[src/rtl/shift_reg_universal.sv]
// -----------------------------------------------------------------------------
// shift_reg_universal
//
// Parametrised universal shift register with an autonomous burst engine,
// used as the serial/parallel converter in the peripheral datapath.
//
// In IDLE the register follows a per-cycle mode (hold / shift right /
// shift left / parallel load) qualified by enable. A start pulse with a
// valid burst_len (1..WIDTH) moves the block into BURST, where it shifts
// one bit per clock in the latched direction until the count expires,
// then pulses done for one cycle. Mode, enable and start are ignored
// while busy.
//
// Optional build macro: SHIFTREG_ROTATE_EN
//   Adds input 'rotate'. When high, the serial input of a shift is taken
//   from the bit leaving the opposite end (rotate instead of shift), for
//   both mode-driven and burst shifts. Without the macro the port is
//   absent and shifts always use shift_in_msb / shift_in_lsb.
//
// Parameters:
//   WIDTH  register width in bits (>= 2)
//   LEN_W  width of burst_len; 2**LEN_W must exceed WIDTH
//
// Ports:
//   clock          rising-edge clock
//   reset_n        asynchronous active-low reset
//   enable         qualifies mode in IDLE (0 = hold)
//   mode           00 hold, 01 shift right, 10 shift left, 11 load
//   load_data      parallel load value
//   shift_in_msb   serial in, enters bit WIDTH-1 on right shift
//   shift_in_lsb   serial in, enters bit 0 on left shift
//   start          burst request pulse
//   burst_dir      0 = right, 1 = left (sampled with start)
//   burst_len      number of bits to shift in the burst
//   rotate         (SHIFTREG_ROTATE_EN only) rotate instead of shift
//   parallel_out   register contents
//   shift_out_lsb  parallel_out[0]
//   shift_out_msb  parallel_out[WIDTH-1]
//   busy           burst in progress
//   done           one-cycle pulse after the last burst shift
// -----------------------------------------------------------------------------
module shift_reg_universal #(
  parameter int WIDTH = 8,
  parameter int LEN_W = 4
) (
  input  logic             clock,
  input  logic             reset_n,
  input  logic             enable,
  input  logic [1:0]       mode,
  input  logic [WIDTH-1:0] load_data,
  input  logic             shift_in_msb,
  input  logic             shift_in_lsb,
  input  logic             start,
  input  logic             burst_dir,
  input  logic [LEN_W-1:0] burst_len,
`ifdef SHIFTREG_ROTATE_EN
  input  logic             rotate,
`endif
  output logic [WIDTH-1:0] parallel_out,
  output logic             shift_out_lsb,
  output logic             shift_out_msb,
  output logic             busy,
  output logic             done
);

  typedef enum logic {
    IDLE  = 1'b0,
    BURST = 1'b1
  } state_t;

  localparam logic [LEN_W-1:0] WIDTH_L = LEN_W'(WIDTH);
  localparam logic [LEN_W-1:0] ONE_L   = LEN_W'(1);

  state_t           state_reg, state_next;
  logic [WIDTH-1:0] data_reg, data_next;
  logic [LEN_W-1:0] cnt_reg, cnt_next;
  logic             dir_reg, dir_next;
  logic             done_reg, done_next;

  logic             rotate_sel;
  logic             right_in;
  logic             left_in;
  logic [WIDTH-1:0] shr_vec;
  logic [WIDTH-1:0] shl_vec;
  logic             len_ok;

`ifdef SHIFTREG_ROTATE_EN
  assign rotate_sel = rotate;
`else
  assign rotate_sel = 1'b0;
`endif

  // In rotate mode the bit falling off one end re-enters at the other.
  assign right_in = rotate_sel ? data_reg[0]       : shift_in_msb;
  assign left_in  = rotate_sel ? data_reg[WIDTH-1] : shift_in_lsb;

  // Both shifted candidates are always available; the FSM just picks one.
  genvar gi;
  generate
    for (gi = 0; gi < WIDTH - 1; gi++) begin : g_shift
      assign shr_vec[gi]   = data_reg[gi+1];
      assign shl_vec[gi+1] = data_reg[gi];
    end
  endgenerate
  assign shr_vec[WIDTH-1] = right_in;
  assign shl_vec[0]       = left_in;

  // A start with an out-of-range length is not a burst request at all;
  // the normal mode path handles that cycle instead.
  assign len_ok = (burst_len != '0) && (burst_len <= WIDTH_L);

  always_comb begin
    state_next = state_reg;
    data_next  = data_reg;
    cnt_next   = cnt_reg;
    dir_next   = dir_reg;
    done_next  = 1'b0;
    case (state_reg)
      IDLE: begin
        if (start && len_ok) begin
          // Accept edge: latch the request only, no shift yet.
          state_next = BURST;
          cnt_next   = burst_len;
          dir_next   = burst_dir;
        end else if (enable) begin
          case (mode)
            2'b01:   data_next = shr_vec;
            2'b10:   data_next = shl_vec;
            2'b11:   data_next = load_data;
            default: data_next = data_reg;
          endcase
        end
      end
      BURST: begin
        data_next = dir_reg ? shl_vec : shr_vec;
        cnt_next  = cnt_reg - ONE_L;
        if (cnt_reg == ONE_L) begin
          state_next = IDLE;
          done_next  = 1'b1;
        end
      end
      default: state_next = IDLE;
    endcase
  end

  always_ff @(posedge clock or negedge reset_n) begin
    if (!reset_n) begin
      state_reg <= IDLE;
      data_reg  <= '0;
      cnt_reg   <= '0;
      dir_reg   <= 1'b0;
      done_reg  <= 1'b0;
    end else begin
      state_reg <= state_next;
      data_reg  <= data_next;
      cnt_reg   <= cnt_next;
      dir_reg   <= dir_next;
      done_reg  <= done_next;
    end
  end

  assign parallel_out  = data_reg;
  assign shift_out_lsb = data_reg[0];
  assign shift_out_msb = data_reg[WIDTH-1];
  assign busy          = (state_reg == BURST);
  assign done          = done_reg;

endmodule

[config.mk]
export PLATFORM = sky130hd
export DESIGN_NAME = shift_reg_universal
export DESIGN_NICKNAME = d
export VERILOG_FILES = /design/src/rtl/shift_reg_universal.sv
export SDC_FILE = /design/constraint.sdc
export NUM_CORES = 1
export LEC_CHECK = 0
export ABC_AREA = 0
export ABC_CLOCK_PERIOD_IN_PS = 1600
export BUFFER_PORTS_ARGS = -buffer_cell sky130_fd_sc_hd__buf_2
export CAP_MARGIN = 20
export CORE_UTILIZATION = 52
export CTS_BUF_LIST = sky130_fd_sc_hd__clkbuf_8
export DETAILED_ROUTE_END_ITERATION = 16
export PLACE_DENSITY_LB_ADDON = 0.15
export RECOVER_POWER = 25
export SLEW_MARGIN = 20
export SYNTH_ARGS = -nofsm -noshare
export SYNTH_HDL_FRONTEND = slang
export SYNTH_SLANG_ARGS = --single-unit
[constraint.sdc]
create_clock -name clock -period 1.6 [get_ports clock]
set_input_delay 0.16 -clock clock [delete_from_list [all_inputs] [get_ports clock]]
set_output_delay 0.16 -clock clock [all_outputs]
set_load 0.02 [all_outputs]
* Word-level counts from Yosys, hierarchy flattened
Index checks and enable logic that the tools add are counted.
Widths: inputs -> output; s select.
** Storage, ports and cells
- Register bits :: 15
- Input bits :: 21
- Output and inout port bits :: 12
- Logic and storage cells :: 33
** Operators by class
- $add $sub $neg :: 1
- Magnitude comparators :: 1
- Equal/unequal tests :: 8
- Mux-type cells :: 12
- Bitwise gates (word level) :: 1
- Reductions and logical operators :: 5
** Operator list (number)
- $mux 8 :: 3
- $pmux 8 s3 :: 1
- $pmux 8 s2 :: 1
- $pmux 4 s2 :: 1
- $ne 2x2->1 const B :: 3
- $eq 2x2->1 const B :: 2
- $eq 4x1->1 const B :: 1
- $le 4x4->1 const B :: 1
- $mux 1 :: 4
- $mux 4 :: 1
- $ne 4x1->1 const B :: 1
- $reduce_bool 4->1 :: 1
- $sub 4x1->4 const B :: 1
- $reduce_and 3->1 :: 1
- $eq 2x1->1 const B :: 1
- $logic_and 1x1->1 :: 2
- $pmux 1 s2 :: 1
- $reduce_and 2->1 :: 1
- $not 1->1 :: 1

* Longest topological paths before layout
- Depth after elaboration :: 5
- Depth in mapped cells :: 7
- Gate-level depth less buffers :: 6

* Worst setup path after synthesis
No wires, ideal clock.
- Path kind :: input-to-reg
- Start :: in mode[0]
- End :: reg data_reg[1], in the netlist parallel_out[1]
- Library setup time :: 0.084 ns
- Arrival time :: 1.280 ns
- Data required time :: 1.516 ns
- Setup slack :: 0.236 ns
- Stages :: 7
- Buffers on the path :: 1
- Path through :: inv_1 ha_1 buf_1 nor2_1 nand2_1 a31o_2 o22ai_1
** Between the ends
- Longest elaborated chain between the ends :: 5
- Elaborated cells on any way between the ends :: 9
- Those cells by class :: eq/ne (4); mux (4); reduce/logical (1)
** Ends and longest elaborated chain
- start: declaration :: line 49 : input logic [1:0] mode,
- $eq 2x2->1 / $eq 2x1->1 (equally long branches) :: line 126 : case (mode)
- $pmux 8 s3 :: line 126
- $mux 8 :: line 125 : end else if (enable) begin
- $mux 8 :: line 120 : if (start && len_ok) begin
- $pmux 8 s2 :: line 118 : case (state_reg)
- end signal: assignment :: line 155 : data_reg <= data_next;
- end: declaration :: line 75 : logic [WIDTH-1:0] data_reg, data_next;
Several ways; a longest one is shown, not always the timed one. The select of a mux whose other input is x is not followed.
A chain may end at the register's enable or synchronous reset.

* Worst setup path in the final report
- Start :: in burst_len[2]
- End :: reg dir_reg
** Between the ends
- Longest elaborated chain between the ends :: 4
- Elaborated cells on any way between the ends :: 5
- Those cells by class :: order compare (1); reduce/logical (4)
** Ends and longest elaborated chain
- start: declaration :: line 55 : input logic [LEN_W-1:0] burst_len,
- $le 4x4->1 / $reduce_bool 4->1 (equally long branches) :: line 110 : assign len_ok = (burst_len != '0) && (burst_len <= WIDTH_L);
- $logic_and 1x1->1 (*) :: line 110
- $logic_and 1x1->1 (*) :: line 120
- $reduce_and 2->1 (no line) (*)
- end signal: assignment :: line 157 : dir_reg <= dir_next;
- end: declaration :: line 77 : logic dir_reg, dir_next;
Mark *: on every way between the ends. The rest lies on a longest branch, timed or not.

==> flow_summary_export.csv <==
group,metric,value,unit
outcome,status,"complete, no violations",
clocking,cts_tree,"yes",
setup_path,critPathMaxStageDelay,0.34,ns
finish,layout-area-overhead-vs-synth,22.2,%
power_and_ir_drop,total_power,2360,uW
floorplanning,rows,15,
placed_design,place_congestion,0.789,
sta,fin_setup_tns,0,ns
sta,setup_viol_count_final,0,
sta,fin_crit_sh,80.0,%
setup_path,slowest_stage,"or2_2",
setup_path,cp_data_required_time,1.73,ns
floorplanning,die_width,46.8,um
grt,grt_pass1_vias,839,
sta,finalClockSkew,0.00527,ns
floorplanning,ios,33,
yosys,ys_ff_latch,15,
routing,routed_wl,2410,um
routing,wl_per_cell,14.2,um
finish,stdcell_area,1270,um^2
clocking,clock_path_buffers,2,
sta,slew_headroom,46.6,%
clocking,cts_sinks,15,
power_and_ir_drop,leakage,0.000597,uW
setup_path,worstPathCellList,"buf_2, o31a_1, or2_2, nor2_1, mux2_2",
finish,fillers,162,
sta,post-route-min-period,1.28,ns
sta,drv_slew,0,
routing,dr.pass1.iters,4,
grt,grt_overflow,0,
flow_run,cap_violations,0,
routing,via_per_inst,5.78,
sta,tightest_slew,0.801,ns
finish,largest_reg_flops,8,
sta,whs,0.171,ns
routing,remaining_drc_errors,0,
placed_design,dp_hpwl,1800,um
finish,finish.utilization,70.8,%
setup_path,crit_path_max_fanout,6,
floorplanning,core_area,1800,um^2
floorplanning,start_util,57.9,%
yosys,ys_warn_count,0,
clocking,clkTransAtPathRegs,0.06,ns
clocking,htreeDepth,1,
power_and_ir_drop,pwr_density_cell,1850,nW/um^2
min_path,hold_path_class,"input pin to flip-flop",
finish,insertedDiodeCount,0,
grt,grt_max_degree,17,
sta,finalHoldViolations,0,
setup_path,path_class,"input pin to flip-flop",
clocking,cts_setup_buffers,0,
clocking,root_buffer,"clkbuf_8",
yosys,avgSynthCellArea,9.40,um^2
setup_path,start_kind,"input pin",
yosys,synth_area,1040,um^2
floorplanning,dieArea,2190,um^2
grt,grtUsageTotal,25.6,%
placed_design,port_buffers,32,
finish,layout-drive-gt1-share,37.5,%
yosys,synthTopCellsByArea,"dfrtp_1 36%, mux2i_1 7.7%, a22oi_1 5.8%, a31o_2 5.0%, ha_1 4.8%",
yosys,synthCells,111,
yosys,synth_top_cell_by_area,"dfrtp_1",
yosys,syn_nets,136,
routing,drtIter0Drc,34,
floorplanning,fp.dieH,46.8,um
setup_path,cp.arrival,1.41,ns
clocking,clk_latency,0.24,ns
routing,dr_total_vias,977,
yosys,ys_seq_area_share,36.0,%
grt,grt_pass1_wl,3890,um
clocking,cts_made_buffers,3,
yosys,ys_types,34,
power_and_ir_drop,irDropWorstVdd,0.863,mV
sta,max_freq,781,MHz
placed_design,place_area,1220,um^2
grt,antenna_found_initial,0,
setup_path,cp-end-kind,"flip-flop",
finish,final_nets,170,
yosys,synth_top_area_share,36.0,%
sta,rsz0062_at_grt,"false",
routing,ant_nets,0,
## per-layer routing
metal | routed length [um] | track usage, % | vias up
met5 | 0 | 0 | -
met4 | 20 | 8.57 | 0
met3 | 147 | 3.46 | 2
met2 | 1120 | 40.3 | 44
met1 | 1120 | 36.4 | 450
li1 | - | - | 481
## worst max-delay path, delay by kind of cell
family / cells / cell delay, ns
simple gates: 2 / 0.45
buf+inv: 1 / 0.13
mux: 1 / 0.34
compound gates: 1 / 0.32
## area by class of cell
type / instances / area, um^2 / share of cell area, %
well taps: 25 / 31.3 / 2.45
flip-flops and latches: 15 / 375 / 29.4
clock buffers: 3 / 41.3 / 3.24
repair buffers: 38 / 206 / 16.2
clock inverters: 1 / 5.00 / 0.393
inverters: 5 / 18.8 / 1.47
multi-input cells: 82 / 597 / 46.8
## cells in the final DEF (no fill, tap or decap), types with 2 or more instances in the layout
master,n
a221oi_1,2
o21ai_0,2
clkbuf_8,3
a21oi_1,5
xnor2_1,2
inv_1,5
a31o_2,6
a22oi_1,8
buf_2,31
dfrtp_1,15
a31o_1,2
buf_4,5
nand2_1,10
mux2i_1,8
o22ai_1,6
o22ai_2,2
ha_1,4
nor2_1,9
nor3_1,2
## path summary, 6_finish.rpt
kind / start / end / slack [ns] / cells after the start
max: burst_len[2] / dir_reg / 0.32 / 5
min: burst_dir / dir_reg / 0.17 / 2
max reg2reg: busy / cnt_reg[0] / 0.38 / 3
min reg2reg: cnt_reg[2] / done / 0.55 / 1
max in group asynchronous: reset_n / cnt_reg[3] / 0.59 / 2
min in group asynchronous: reset_n / parallel_out[1] / 0.51 / 2
## cells by family (layout without fill, tap and decap cells)
logic type / after synthesis / in the layout / share of synthesized area, %
AO/OA/AOI/OAI: 38 / 38 / 29.1
XOR/XNOR: 2 / 2 / 1.68
adder cells (fa/ha/maj): 4 / 4 / 4.80
buffers and inverters: 14 / 47 / 6.83
flip-flops: 15 / 15 / 36.0
multiplexers: 9 / 9 / 8.75
AND/OR/NAND/NOR: 29 / 29 / 12.8
## synthesized netlist by cell type
| cell | instances |
|---|---|
| xnor2_1 | 2 |
| clkbuf_1 | 3 |
| or3_2 | 1 |
| dfrtp_1 | 15 |
| nand2b_1 | 1 |
| mux2_2 | 1 |
| a21oi_1 | 5 |
| buf_4 | 2 |
| inv_1 | 5 |
| nor2_2 | 1 |
| o221a_4 | 1 |
| o31a_1 | 1 |
| nor4b_1 | 1 |
| mux2i_1 | 8 |
| a31oi_1 | 1 |
| ha_1 | 4 |
| buf_8 | 1 |
| a22oi_1 | 8 |
| nor2b_1 | 1 |
| or2_2 | 1 |
| o22ai_2 | 2 |
| buf_1 | 3 |
| nor3_1 | 2 |
| o41ai_2 | 1 |
| nand3_1 | 1 |
| o22ai_1 | 6 |
| a211oi_1 | 1 |
| o21ai_0 | 2 |
| nand2_1 | 10 |
| nor4_1 | 1 |
| a31o_2 | 6 |
| nor2_1 | 9 |
| a221oi_1 | 2 |
| a31o_1 | 2 |
## report_power, final
part           total [uW]  switching [uW]  internal, uW
logic                1160             601           562
clock network         302             130           172
registers             898             326           572
total                2360            1060          1310
## per-stage QoR
stage	worst slack, ns	std cells
2_1_floorplan	0.236	111
3_3_place_gp	0.103	164
3_5_place_dp	0.0748	164
4_1_cts	0.323	169
5_1_grt	0.220	169
6_report	0.320	169
## what timing repair did
item / CTS / global route
gates resized for setup: 0 / 0
hold endpoints to repair: 15 / 0
hold buffers: 1 / 0
Power figures use the tool's default switching activity.
